<file path="config.mk">
export PLATFORM = sky130hd
export DESIGN_NAME = pipe_hazard_unit
export DESIGN_NICKNAME = d
export VERILOG_FILES = /design/src/rtl/pipe_hazard_pkg.sv /design/src/rtl/hazard_match.sv /design/src/rtl/pipe_hazard_unit.sv
export SDC_FILE = /design/constraint.sdc
export NUM_CORES = 1
export LEC_CHECK = 0
export ABC_CLOCK_PERIOD_IN_PS = 2700
export CAP_MARGIN = 20
export CORE_MARGIN = 10
export CORE_UTILIZATION = 49
export DETAILED_ROUTE_END_ITERATION = 12
export PLACE_DENSITY = 0.8
export SYNTH_ARGS = -nofsm -noshare
export SYNTH_HDL_FRONTEND = slang
export SYNTH_SLANG_ARGS = --single-unit
</file>
<file path="constraint.sdc">
create_clock -name clk -period 2.7 [get_ports clk]
set_clock_uncertainty 0.1 [all_clocks]
set_input_delay 0.405 -clock clk [delete_from_list [all_inputs] [get_ports clk]]
set_output_delay 0.405 -clock clk [all_outputs]
set_load 0.03 [all_outputs]
</file>
<file path="src/rtl/pipe_hazard_pkg.sv">
// Shared types and defaults for the pipeline hazard/forwarding controller.
package pipe_hazard_pkg;

  localparam int DEPTH_DEF      = 3;
  localparam int LOAD_STAGE_DEF = 3;
  localparam int KILL_DEPTH_DEF = 1;

  localparam logic [4:0] REG_ZERO = 5'd0;

  typedef struct packed {
    logic       valid;
    logic       we;
    logic       is_load;
    logic [4:0] rd;
  } entry_t;

endpackage

</file>
<file path="src/rtl/hazard_match.sv">
// Per-source comparator and youngest-first priority encoder over the in-flight entries.
module hazard_match
  import pipe_hazard_pkg::*;
#(
  parameter int DEPTH = DEPTH_DEF,
  parameter int SELW  = $clog2(DEPTH + 1)
) (
  input  entry_t [DEPTH-1:0] entries_i,
  input  logic [4:0]         src_i,
  input  logic               used_i,
  output logic               hit_o,
  output logic [SELW-1:0]    sel_o,
  output logic               is_load_o
);

  // Scan oldest to youngest so the youngest match is the last assignment.
  always_comb begin
    hit_o     = 1'b0;
    sel_o     = '0;
    is_load_o = 1'b0;
    for (int k = DEPTH - 1; k >= 0; k--) begin
      if (used_i && entries_i[k].valid && entries_i[k].we &&
          entries_i[k].rd == src_i && entries_i[k].rd != REG_ZERO) begin
        hit_o     = 1'b1;
        sel_o     = SELW'(k + 1);
        is_load_o = entries_i[k].is_load;
      end
    end
  end

endmodule

</file>
<file path="src/rtl/pipe_hazard_unit.sv">
// Hazard, forwarding and bubble controller for DEPTH post-decode stages.
// Optional performance counters are enabled with PIPE_HAZARD_PERF_EN.
module pipe_hazard_unit
  import pipe_hazard_pkg::*;
#(
  parameter int DEPTH      = DEPTH_DEF,
  parameter int LOAD_STAGE = LOAD_STAGE_DEF,
  parameter int KILL_DEPTH = KILL_DEPTH_DEF,
  parameter int SELW       = $clog2(DEPTH + 1)
) (
  input  logic             clk,
  input  logic             reset,
  input  logic             stall,
  input  logic             flush,
  input  logic             dec_valid,
  input  logic [4:0]       dec_rs1,
  input  logic [4:0]       dec_rs2,
  input  logic             dec_rs1_used,
  input  logic             dec_rs2_used,
  input  logic [4:0]       dec_rd,
  input  logic             dec_we,
  input  logic             dec_is_load,
  output logic             issue,
  output logic             dec_hold,
  output logic             bubble,
  output logic [SELW-1:0]  fwd_sel_a,
  output logic [SELW-1:0]  fwd_sel_b,
`ifdef PIPE_HAZARD_PERF_EN
  output logic [31:0]      perf_bubbles,
  output logic [31:0]      perf_flushes,
`endif
  output logic [DEPTH-1:0] stage_we
);

  localparam logic [SELW-1:0] LOAD_SEL = SELW'(LOAD_STAGE);

  entry_t [DEPTH-1:0] ent_q, ent_d;
  entry_t             dec_entry;
  logic               hit_a, hit_b, ld_a, ld_b;

  hazard_match #(.DEPTH(DEPTH), .SELW(SELW)) u_match_a (
    .entries_i (ent_q),
    .src_i     (dec_rs1),
    .used_i    (dec_rs1_used),
    .hit_o     (hit_a),
    .sel_o     (fwd_sel_a),
    .is_load_o (ld_a)
  );

  hazard_match #(.DEPTH(DEPTH), .SELW(SELW)) u_match_b (
    .entries_i (ent_q),
    .src_i     (dec_rs2),
    .used_i    (dec_rs2_used),
    .hit_o     (hit_b),
    .sel_o     (fwd_sel_b),
    .is_load_o (ld_b)
  );

  // A load is only forwardable once it reaches LOAD_STAGE.
  assign bubble   = dec_valid & ((hit_a & ld_a & (fwd_sel_a < LOAD_SEL)) |
                                 (hit_b & ld_b & (fwd_sel_b < LOAD_SEL)));
  assign issue    = dec_valid & ~bubble & ~stall & ~flush;
  assign dec_hold = stall | bubble;

  always_comb begin
    dec_entry         = '0;
    dec_entry.valid   = 1'b1;
    dec_entry.we      = dec_we;
    dec_entry.is_load = dec_is_load;
    dec_entry.rd      = dec_rd;
  end

  always_comb begin
    ent_d = ent_q;
    if (!stall) begin
      ent_d[0] = issue ? dec_entry : '0;
      for (int k = 1; k < DEPTH; k++) begin
        ent_d[k] = (flush && k <= KILL_DEPTH) ? '0 : ent_q[k-1];
      end
    end
  end

  always_ff @(posedge clk or negedge reset) begin
    if (!reset) ent_q <= '0;
    else        ent_q <= ent_d;
  end

  always_comb begin
    stage_we = '0;
    for (int k = 0; k < DEPTH; k++) stage_we[k] = ent_q[k].valid & ent_q[k].we;
  end

`ifdef PIPE_HAZARD_PERF_EN
  logic [31:0] perf_bubbles_q, perf_flushes_q;

  always_ff @(posedge clk or negedge reset) begin
    if (!reset) begin
      perf_bubbles_q <= '0;
      perf_flushes_q <= '0;
    end else begin
      if (bubble & ~stall & ~flush) perf_bubbles_q <= perf_bubbles_q + 32'd1;
      if (flush & ~stall)           perf_flushes_q <= perf_flushes_q + 32'd1;
    end
  end

  assign perf_bubbles = perf_bubbles_q;
  assign perf_flushes = perf_flushes_q;
`endif

endmodule

</file>
Yosys cells after proc, flatten, opt, wreduce, memory -nomap -nowiden. Cells that the tools add are included.

$lt $le $gt $ge: 2. Equality and inequality tests: 6. Mux-type cells: 20. Bitwise logic cells: 16. Reductions and logical operators: 27.

Operator list (count): $eq 5x5->1 (6); $logic_and 1x1->1 (24); $mux 8 (2); $reduce_bool 5->1 (3); $mux 1 (12); $mux 2 (6); $and 1x1->1 (11); $lt 2x2->1 const B (2); $not 1->1 (3); $or 1x1->1 (2).

Register bits: 24. Input port bits: 24. Output and inout bits: 10.

Longest topological paths before layout. Gate-level depths: netlist (run 1).

Word-level depth: 16. Depth in mapped cells: 6.

Hierarchy. A second synthesis (run 1) with hierarchy kept.

Cells, all modules: 151. Area, all modules: 1557.7 um2.

By module, submodules not included: pipe_hazard_unit (instances 1, cells each 65, area an instance 967.2 um2, seq. area each 600.6 um2); hazard_match (instances 2, cells each 43, area an instance 295.3 um2, seq. area each 0.0 um2).

Worst setup path after synthesis (run 1). Ideal clock, no wire load.

Kind: reg-to-output. From: register ent_q[6] (netlist bit). To: output port issue. Arrival time: 2498 ps. Path slack: -303 ps. Stages on the path, launching flop included: 7. Buffers on the path: 0. Cell sequence: dfrtp_1 > and2_1 > o21ai_2 > nor3_1 > o22a_1 > nor2_1 > nor4_1.

Longest elaborated chain between the ends: 12. Elaborated cells on any way between the ends: 24. Those cells by class: 2 x order compare; 6 x mux; 10 x bitwise; 6 x reduce/logical.

Ends and longest elaborated chain: start: declaration (RTL line pipe_hazard_unit.sv:37) `entry_t [DEPTH-1:0] ent_q, ent_d;`; start signal: assignment (RTL line pipe_hazard_unit.sv:85) `else ent_q <= ent_d;`; $logic_and 1x1->1 (2 in a row) (RTL line hazard_match.sv:22) `if (used_i && entries_i[k].valid && entries_i[k].we &&`; $logic_and 1x1->1 (RTL line hazard_match.sv:23) `entries_i[k].rd == src_i && entries_i[k].rd != REG_ZERO) begin`; $mux 2 / $mux 1 (equally long branches) (RTL line hazard_match.sv:22); $lt 2x2->1, or another cell as far along (RTL line pipe_hazard_unit.sv:60) `assign bubble = dec_valid & ((hit_a & ld_a & (fwd_sel_a < LOAD_SEL)) |`; $and 1x1->1 (on tied branches) (RTL line pipe_hazard_unit.sv:60, pipe_hazard_unit.sv:61); $or 1x1->1 (*) (RTL line pipe_hazard_unit.sv:60); $and 1x1->1 (*) (RTL line pipe_hazard_unit.sv:60); $not 1->1 (*) (RTL line pipe_hazard_unit.sv:62) `assign issue = dec_valid & ~bubble & ~stall & ~flush;`; $and 1x1->1 (*) (3 in a row) (RTL line pipe_hazard_unit.sv:62); end: declaration (RTL line pipe_hazard_unit.sv:23) `output logic issue,`.

Every way passes the cells marked *; elsewhere a longest branch is shown, timed or not.

Worst setup path in the final report (run 1).
From: register ent_q[0] (netlist bit). To: output port dec_hold.

Longest elaborated chain between the ends: 9. Elaborated cells on any way between the ends: 22. Those cells by class: 2 x order compare; 2 x eq/ne; 6 x mux; 7 x bitwise; 5 x reduce/logical.

Ends and longest elaborated chain: $eq 5x5->1 (RTL line hazard_match.sv:23); $logic_and 1x1->1 (RTL line hazard_match.sv:22); $logic_and 1x1->1 (RTL line hazard_match.sv:23); $mux 2 / $mux 1 (equally long branches) (RTL line hazard_match.sv:22); $lt 2x2->1, or another cell as far along (RTL line pipe_hazard_unit.sv:60); $and 1x1->1 (on tied branches) (RTL line pipe_hazard_unit.sv:60, pipe_hazard_unit.sv:61); $or 1x1->1 (*) (RTL line pipe_hazard_unit.sv:60); $and 1x1->1 (*) (RTL line pipe_hazard_unit.sv:60); $or 1x1->1 (*) (RTL line pipe_hazard_unit.sv:63) `assign dec_hold = stall | bubble;`; end: declaration (RTL line pipe_hazard_unit.sv:24) `output logic dec_hold,`.

Marks and branches as above.

==> results.toml, run 1 <==
[floorplanning]
boundaryPins = 34
die_h_um = 74.7
rows = 19
die_w_um = 74.7
dieArea_um2 = 5570
start_util = 0.522
coreArea_um2 = 2810

[power]
clockPowerShare = 0.213
p_switching_w = 0.000202
power_density_nw_per_um2 = 330
p_sw_frac = 0.278
intPower_w = 0.000523
p_comb_frac = 0.266
p_leak_nw = 1.03
power_frac_seq = 0.521
vdd_drop_max_mv = 0.328

[layout]
diodes = 0
largest_register_ffs = 23
nNetsFinal = 248
area_growth_pct = 49.8
n_fill_cell = 190
drive_above_1_share = 0.300
top_register = "ent_q"
reg_top3 = "ent_q x23"

[routing]
routed-via-count = 1421
wirelength_um = 4560
ant_nets = 0
firstDrtPassIters = 4
viasPerCell = 5.59
dr.first_iter.drc_count = 74
drcViolationCount = 0
wl_per_cell_um = 17.9

[worst_setup_path]
cp-end-kind = "output port"
start_kind = "flip-flop"
crit_fanout = 5
worstPathBufferInverterCount = 2
critPathTopFamily = "simple AND/OR/NAND/NOR gates"
cp.required_ns = 2.19
crit_chain = "or4_1, o21ai_2, nor3_1, buf_4, o21a_4, o31a_1, or2_4, buf_6"
crit_type = "reg2out"
cp.arrival_ns = 2.46
critPathMaxStageDelay_ns = 0.53
cp_slowest_cell = "or4_1"

[yosys]
synth_area_leader_cell = "dfrtp_1"
netlist.area_leader.share = 0.393
synth_ff_type = "dfrtp_1"
ys_seq_elements = 23
synth_top_family_by_area = "simple AND/OR/NAND/NOR gates"
synth_adder_area_share = 0
syn-num-nets = 178
syn_inst = 154
synth-edff-count = 0
async_flop_share = 1.00
synthMuxAreaShare = 0.0538
yosysUniqueCellTypes = 29
yosysWarningCount = 0
synthXorXnorAreaFrac = 0.179
synth_compound_area_frac = 0.103
synth_common_cells = "dfrtp_1, nand2_1, xor2_1"
ys_seq_area_frac = 0.393
yosysMostFrequentCell = "dfrtp_1"
syn_area_um2 = 1460
synth_simple_gate_area_share = 0.261
synthTopCellsByArea = "dfrtp_1, xor2_1, xnor2_1, mux2_2, nand2_1"
avgSynthCellArea_um2 = 9.51

[global_routing]
grtUsageTotal = 0.168
grt_pass1_vias = 1447
grt_pass1_wl_um = 7300
grt-ovfl-total = 0
grt_max_degree = 35
antenna_found_initial = 0

[cts]
cts_tree = "yes"
clock-root-buffer = "clkbuf_4"
clock-sinks = 23
clkTransAtPathRegs_ns = 0.12
clock_latency_ns = 0.31
clockBufferDepth = 2
h-tree-depth = 1
cts_hold_buf = 0
numCtsBuffers = 3

[sta]
whs_ns = 0.339
hold_viol_final = 0
rsz0062_at_grt = "yes"
tightestPinTransition_ns = 0.369
setup_viol = 4
drv_slew = 0
max_slew_margin = 0.753
period_share = 1.10
fmax_ghz = 0.337
setup_ws_ns = -0.266
fin_crit_ns = 2.97

[placed_design]
preCtsSetupSlack_ns = -0.410
hpwl_um = 3560
globalplace.congestion = 0.865
io_buffers = 33

[run]
drv_cap = 0

[hold_path]
hold_class = "in2async"

[status]
violations = "negative setup slack"
outcome = "complete, but fails checks"
cells by family after synthesis:
kind of cell	Yosys count
compound gates	24
xor+xnor	30
buf+inv	4
flops	23
mux	7
simple gates	66
metal layers:
layer | vias to the layer above | GRT usage | routed length, um | share of wire
met2 | 46 | 0.297 | 2270 | 0.50
met4 | 0 | 0.0504 | 111 | 0.024
met3 | 11 | 0.0289 | 284 | 0.062
met5 | - | 0 | 0 | 0
li1 | 690 | - | - | -
met1 | 674 | 0.203 | 1890 | 0.41
final timing paths:
| kind | startpoint | to | slack (ns) | depth (start not counted) |
|---|---|---|---|---|
| hold / removal | reset | ent_q[2]$_DFFE_PN0N_ | 0.34 | 2 |
| max in group asynchronous | reset | ent_q[9]$_DFFE_PN0N_ | 1.91 | 2 |
| setup reg to reg | ent_q[0]$_DFFE_PN0N_ | ent_q[3]$_DFFE_PN0N_ | 0.18 | 8 |
| setup / recovery | ent_q[0]$_DFFE_PN0N_ | dec_hold | -0.27 | 8 |
| hold reg to reg | ent_q[22]$_DFFE_PN0N_ | ent_q[22]$_DFFE_PN0N_ | 0.41 | 1 |
| min in group clk | ent_q[22]$_DFFE_PN0N_ | ent_q[22]$_DFFE_PN0N_ | 0.41 | 1 |
power groups by stage:
stage	clock [W]	combinational (W)	sequential, W
finish	0.000154	0.000193	0.000378
global route	0.000171	0.000208	0.000380
CTS	0.000154	0.000188	0.000378
detailed placement	0	0.000182	0.000384
global placement	0	0.000179	0.000383
floorplan	0	0.0000791	0.000386
cells in the final DEF (no fill, tap or decap), types with 2 or more instances in the layout:
| cell | n |
|---|---|
| buf_6 | 6 |
| or4b_1 | 7 |
| a21oi_1 | 2 |
| clkdlybuf4s50_1 | 20 |
| nor3_2 | 2 |
| o21ai_1 | 7 |
| and2_1 | 3 |
| nor3_1 | 3 |
| mux2_2 | 7 |
| buf_4 | 36 |
| nand2b_1 | 8 |
| dlymetal6s2s_1 | 3 |
| nor4_1 | 2 |
| nor2_1 | 2 |
| nor4_2 | 3 |
| or4_1 | 2 |
| and4_1 | 2 |
| o21ai_0 | 8 |
| nand2_1 | 21 |
| dlygate4sd2_1 | 3 |
| nand4_1 | 5 |
| xor2_1 | 16 |
| dfrtp_1 | 22 |
| xnor2_1 | 13 |
| clkbuf_4 | 3 |
area by class of cell:
type	instances	area, um^2	share of cell area
Multi-Input combinational cell	127	930	0.424
Timing Repair Buffer	69	622	0.284
Sequential cell	23	577	0.263
Tap cell	31	38.8	0.0177
Clock buffer	4	26.3	0.0120
per-stage QoR:
step           total power (W)  cells  TNS (ns)   util  instance area (um^2)
2_1_floorplan         0.000465    154         0      -                  1470
3_3_place_gp          0.000562    241     -1.07  0.723                  2030
3_5_place_dp          0.000566    241     -1.70  0.723                  2030
4_1_cts               0.000719    250    -0.786  0.760                  2130
5_1_grt               0.000759    254     -1.04  0.782                  2190
6_report              0.000725    254    -0.650  0.782                  2190
timing repair:
item / 4_1_cts / 5_1_grt
resized for setup: 15 / 13
buffers inserted: 5 / 4
pin swaps: 9 / 7
endpoints found under the setup margin: 6 / 6
(Power assumes the default switching activity.)
==> inputs of run 2 (changes only) <==
MAX_ROUTING_LAYER = met4   (was unset)
==> run 2 against run 1 <==
  * The run still ends with negative setup slack left
  * Clock power increased by 5%
  * Cell count decreased by 1.2%
  * Setup slack got worse by 0.044 ns
  * Die area unchanged
  * Combinational power increased by 5%
  * Sequential power about the same
  * Critical path type unchanged
  * Largest cell class unchanged
==> results.toml, run 2 (synthesis results as in run 1) <==
[global_routing]
grt_max_degree = 37
grt_pass1_vias = 1506
grt_pass1_wl_um = 7650
use_met2 = 0.295
gr-usage-met1 = 0.217
grt-busiest-layer = "met2"
grtUsageTotal = 0.183
antenna_found_initial = 0
grt-ovfl-total = 0
grt_use_met3 = 0.0315

[floorplanning]
rows = 19
die_h_um = 74.7
dieArea_um2 = 5570
start_util = 0.522
coreArea_um2 = 2810
die_w_um = 74.7
boundaryPins = 34

[worst_setup_path]
worstPathBufferInverterCount = 2
cp_slowest_cell = "or4_4"
r2r_end = "ent_q[6]$_DFFE_PN0N_"
crit_type = "reg2out"
start_kind = "flip-flop"
r2r_slack_ns = 0.16
reg2reg_depth = 8
cp.required_ns = 2.19
crit_fanout = 2
cp.arrival_ns = 2.50
cp.depth = 8
r2r-start = "ent_q[3]$_DFFE_PN0N_"
critPathTopFamily = "simple AND/OR/NAND/NOR gates"
crit_chain = "or4_4, o21ai_4, nor3_4, buf_4, o21a_4, o31a_1, or2_4, buf_6"
critPathMaxStageDelay_ns = 0.53
cp-end-kind = "output port"
cp-startpoint = "ent_q[3]$_DFFE_PN0N_"

[status]
outcome = "complete, but fails checks"
violations = "negative setup slack"

[layout]
reg_top3 = "ent_q x23"
multi_input_area_um2 = 980
n_fill_cell = 187
final_cell_mix = "buf_4, dfrtp_1, nand2_1, clkdlybuf4s50_1, xor2_1"
nNetsFinal = 245
seq_area_um2 = 576
final_area_um2 = 2200
drive_above_1_share = 0.314
top_register = "ent_q"
largest_register_ffs = 23
area_growth_pct = 50.5
final_common_cell = "buf_4"
diodes = 0

[sta]
fin_crit_ns = 3.01
setup_ws_ns = -0.310
drv_slew = 0
tightestPinTransition_ns = 0.336
fmax_ghz = 0.332
hold_viol_final = 0
max_slew_margin = 0.776
fin_setup_tns_ns = -0.725
rsz0062_at_grt = "yes"
period_share = 1.11
setup_viol = 3
whs_ns = 0.317

[power]
power_frac_seq = 0.510
vdd_drop_max_mv = 0.317
p_switching_w = 0.000215
p_leak_nw = 1.04
p_sw_frac = 0.291
intPower_w = 0.000526
p_comb_frac = 0.272
clockPowerShare = 0.218
power_w = 0.000741
power_density_nw_per_um2 = 336

[routing]
routed-via-count = 1415
wirelength_um = 4620
ant_nets = 0
drcViolationCount = 0
dr.first_iter.drc_count = 102
firstDrtPassIters = 6
wl_per_cell_um = 18.4
viasPerCell = 5.64

[run]
drv_cap = 0

[cts]
clkTransAtPathRegs_ns = 0.13
cts_tree = "yes"
numCtsBuffers = 3
cts_hold_buf = 0
h-tree-depth = 1
clock-root-buffer = "clkbuf_4"
clockBufferDepth = 2
clock_latency_ns = 0.32
clock-sinks = 23

[hold_path]
hold_class = "in2async"

[placed_design]
globalplace.congestion = 0.895
io_buffers = 33
hpwl_um = 3590
preCtsSetupSlack_ns = -0.399
postPlaceCellArea_um2 = 2040
run 2: worst max-delay path by stage:
stage / endpoint / slack [ns]
6_report: dec_hold / -0.31
5_1_grt: dec_hold / -0.38
4_1_cts: dec_hold / -0.31
3_5_place_dp: fwd_sel_a[0] / -0.40
3_3_place_gp: fwd_sel_a[0] / -0.34
2_1_floorplan: issue / 0.03
run 2: what timing repair did:
item | CTS | global route
endpoints found under the setup margin | 6 | 7
gates resized for setup | 19 | 18
cloned | 0 | 0
endpoints found under the hold margin | 0 | 0
buffers inserted | 2 | 1
pin swaps | 12 | 9
run 2: power groups by stage:
stage	sequential, W	combinational, W	clock, W
2_1_floorplan	0.000386	0.0000791	0
3_5_place_dp	0.000383	0.000186	0
4_1_cts	0.000377	0.000198	0.000161
6_report	0.000378	0.000202	0.000162
3_3_place_gp	0.000382	0.000182	0
5_1_grt	0.000380	0.000219	0.000178
run 2: worst reg2reg max path, stage by stage (launching register included):
cell,delay [ns]
dfrtp_1,0.41
or4_4,0.53
o21ai_4,0.22
nor3_4,0.06
buf_4,0.13
o21a_4,0.19
buf_4,0.16
or4b_1,0.50
o21ai_1,0.14
run 2: stage by stage:
| step | util | cells |
|---|---|---|
| 3_3_place_gp | 0.729 | 245 |
| 3_5_place_dp | 0.729 | 245 |
| 5_1_grt | 0.785 | 251 |
| 2_1_floorplan | - | 154 |
| 6_report | 0.785 | 251 |
| 4_1_cts | 0.766 | 250 |
run 2: cell type report:
class / instances / area share
Tap cell: 31 / 0.0176
Timing Repair Buffer: 66 / 0.265
Clock buffer: 4 / 0.0119
Sequential cell: 23 / 0.261
Multi-Input combinational cell: 127 / 0.445
run 2: per-layer routing:
metal  part of all wire  vias to the layer above
li1                   -                      678
met1               0.44                      674
met2               0.49                       53
met3              0.043                       10
met4              0.022                        0
met5                  0                        -
==> inputs of run 3 (changes only) <==
CAP_MARGIN = unset   (was 20)
==> results of run 3 <==
The final DEF is identical to that of run 2; final timing and power are the same.
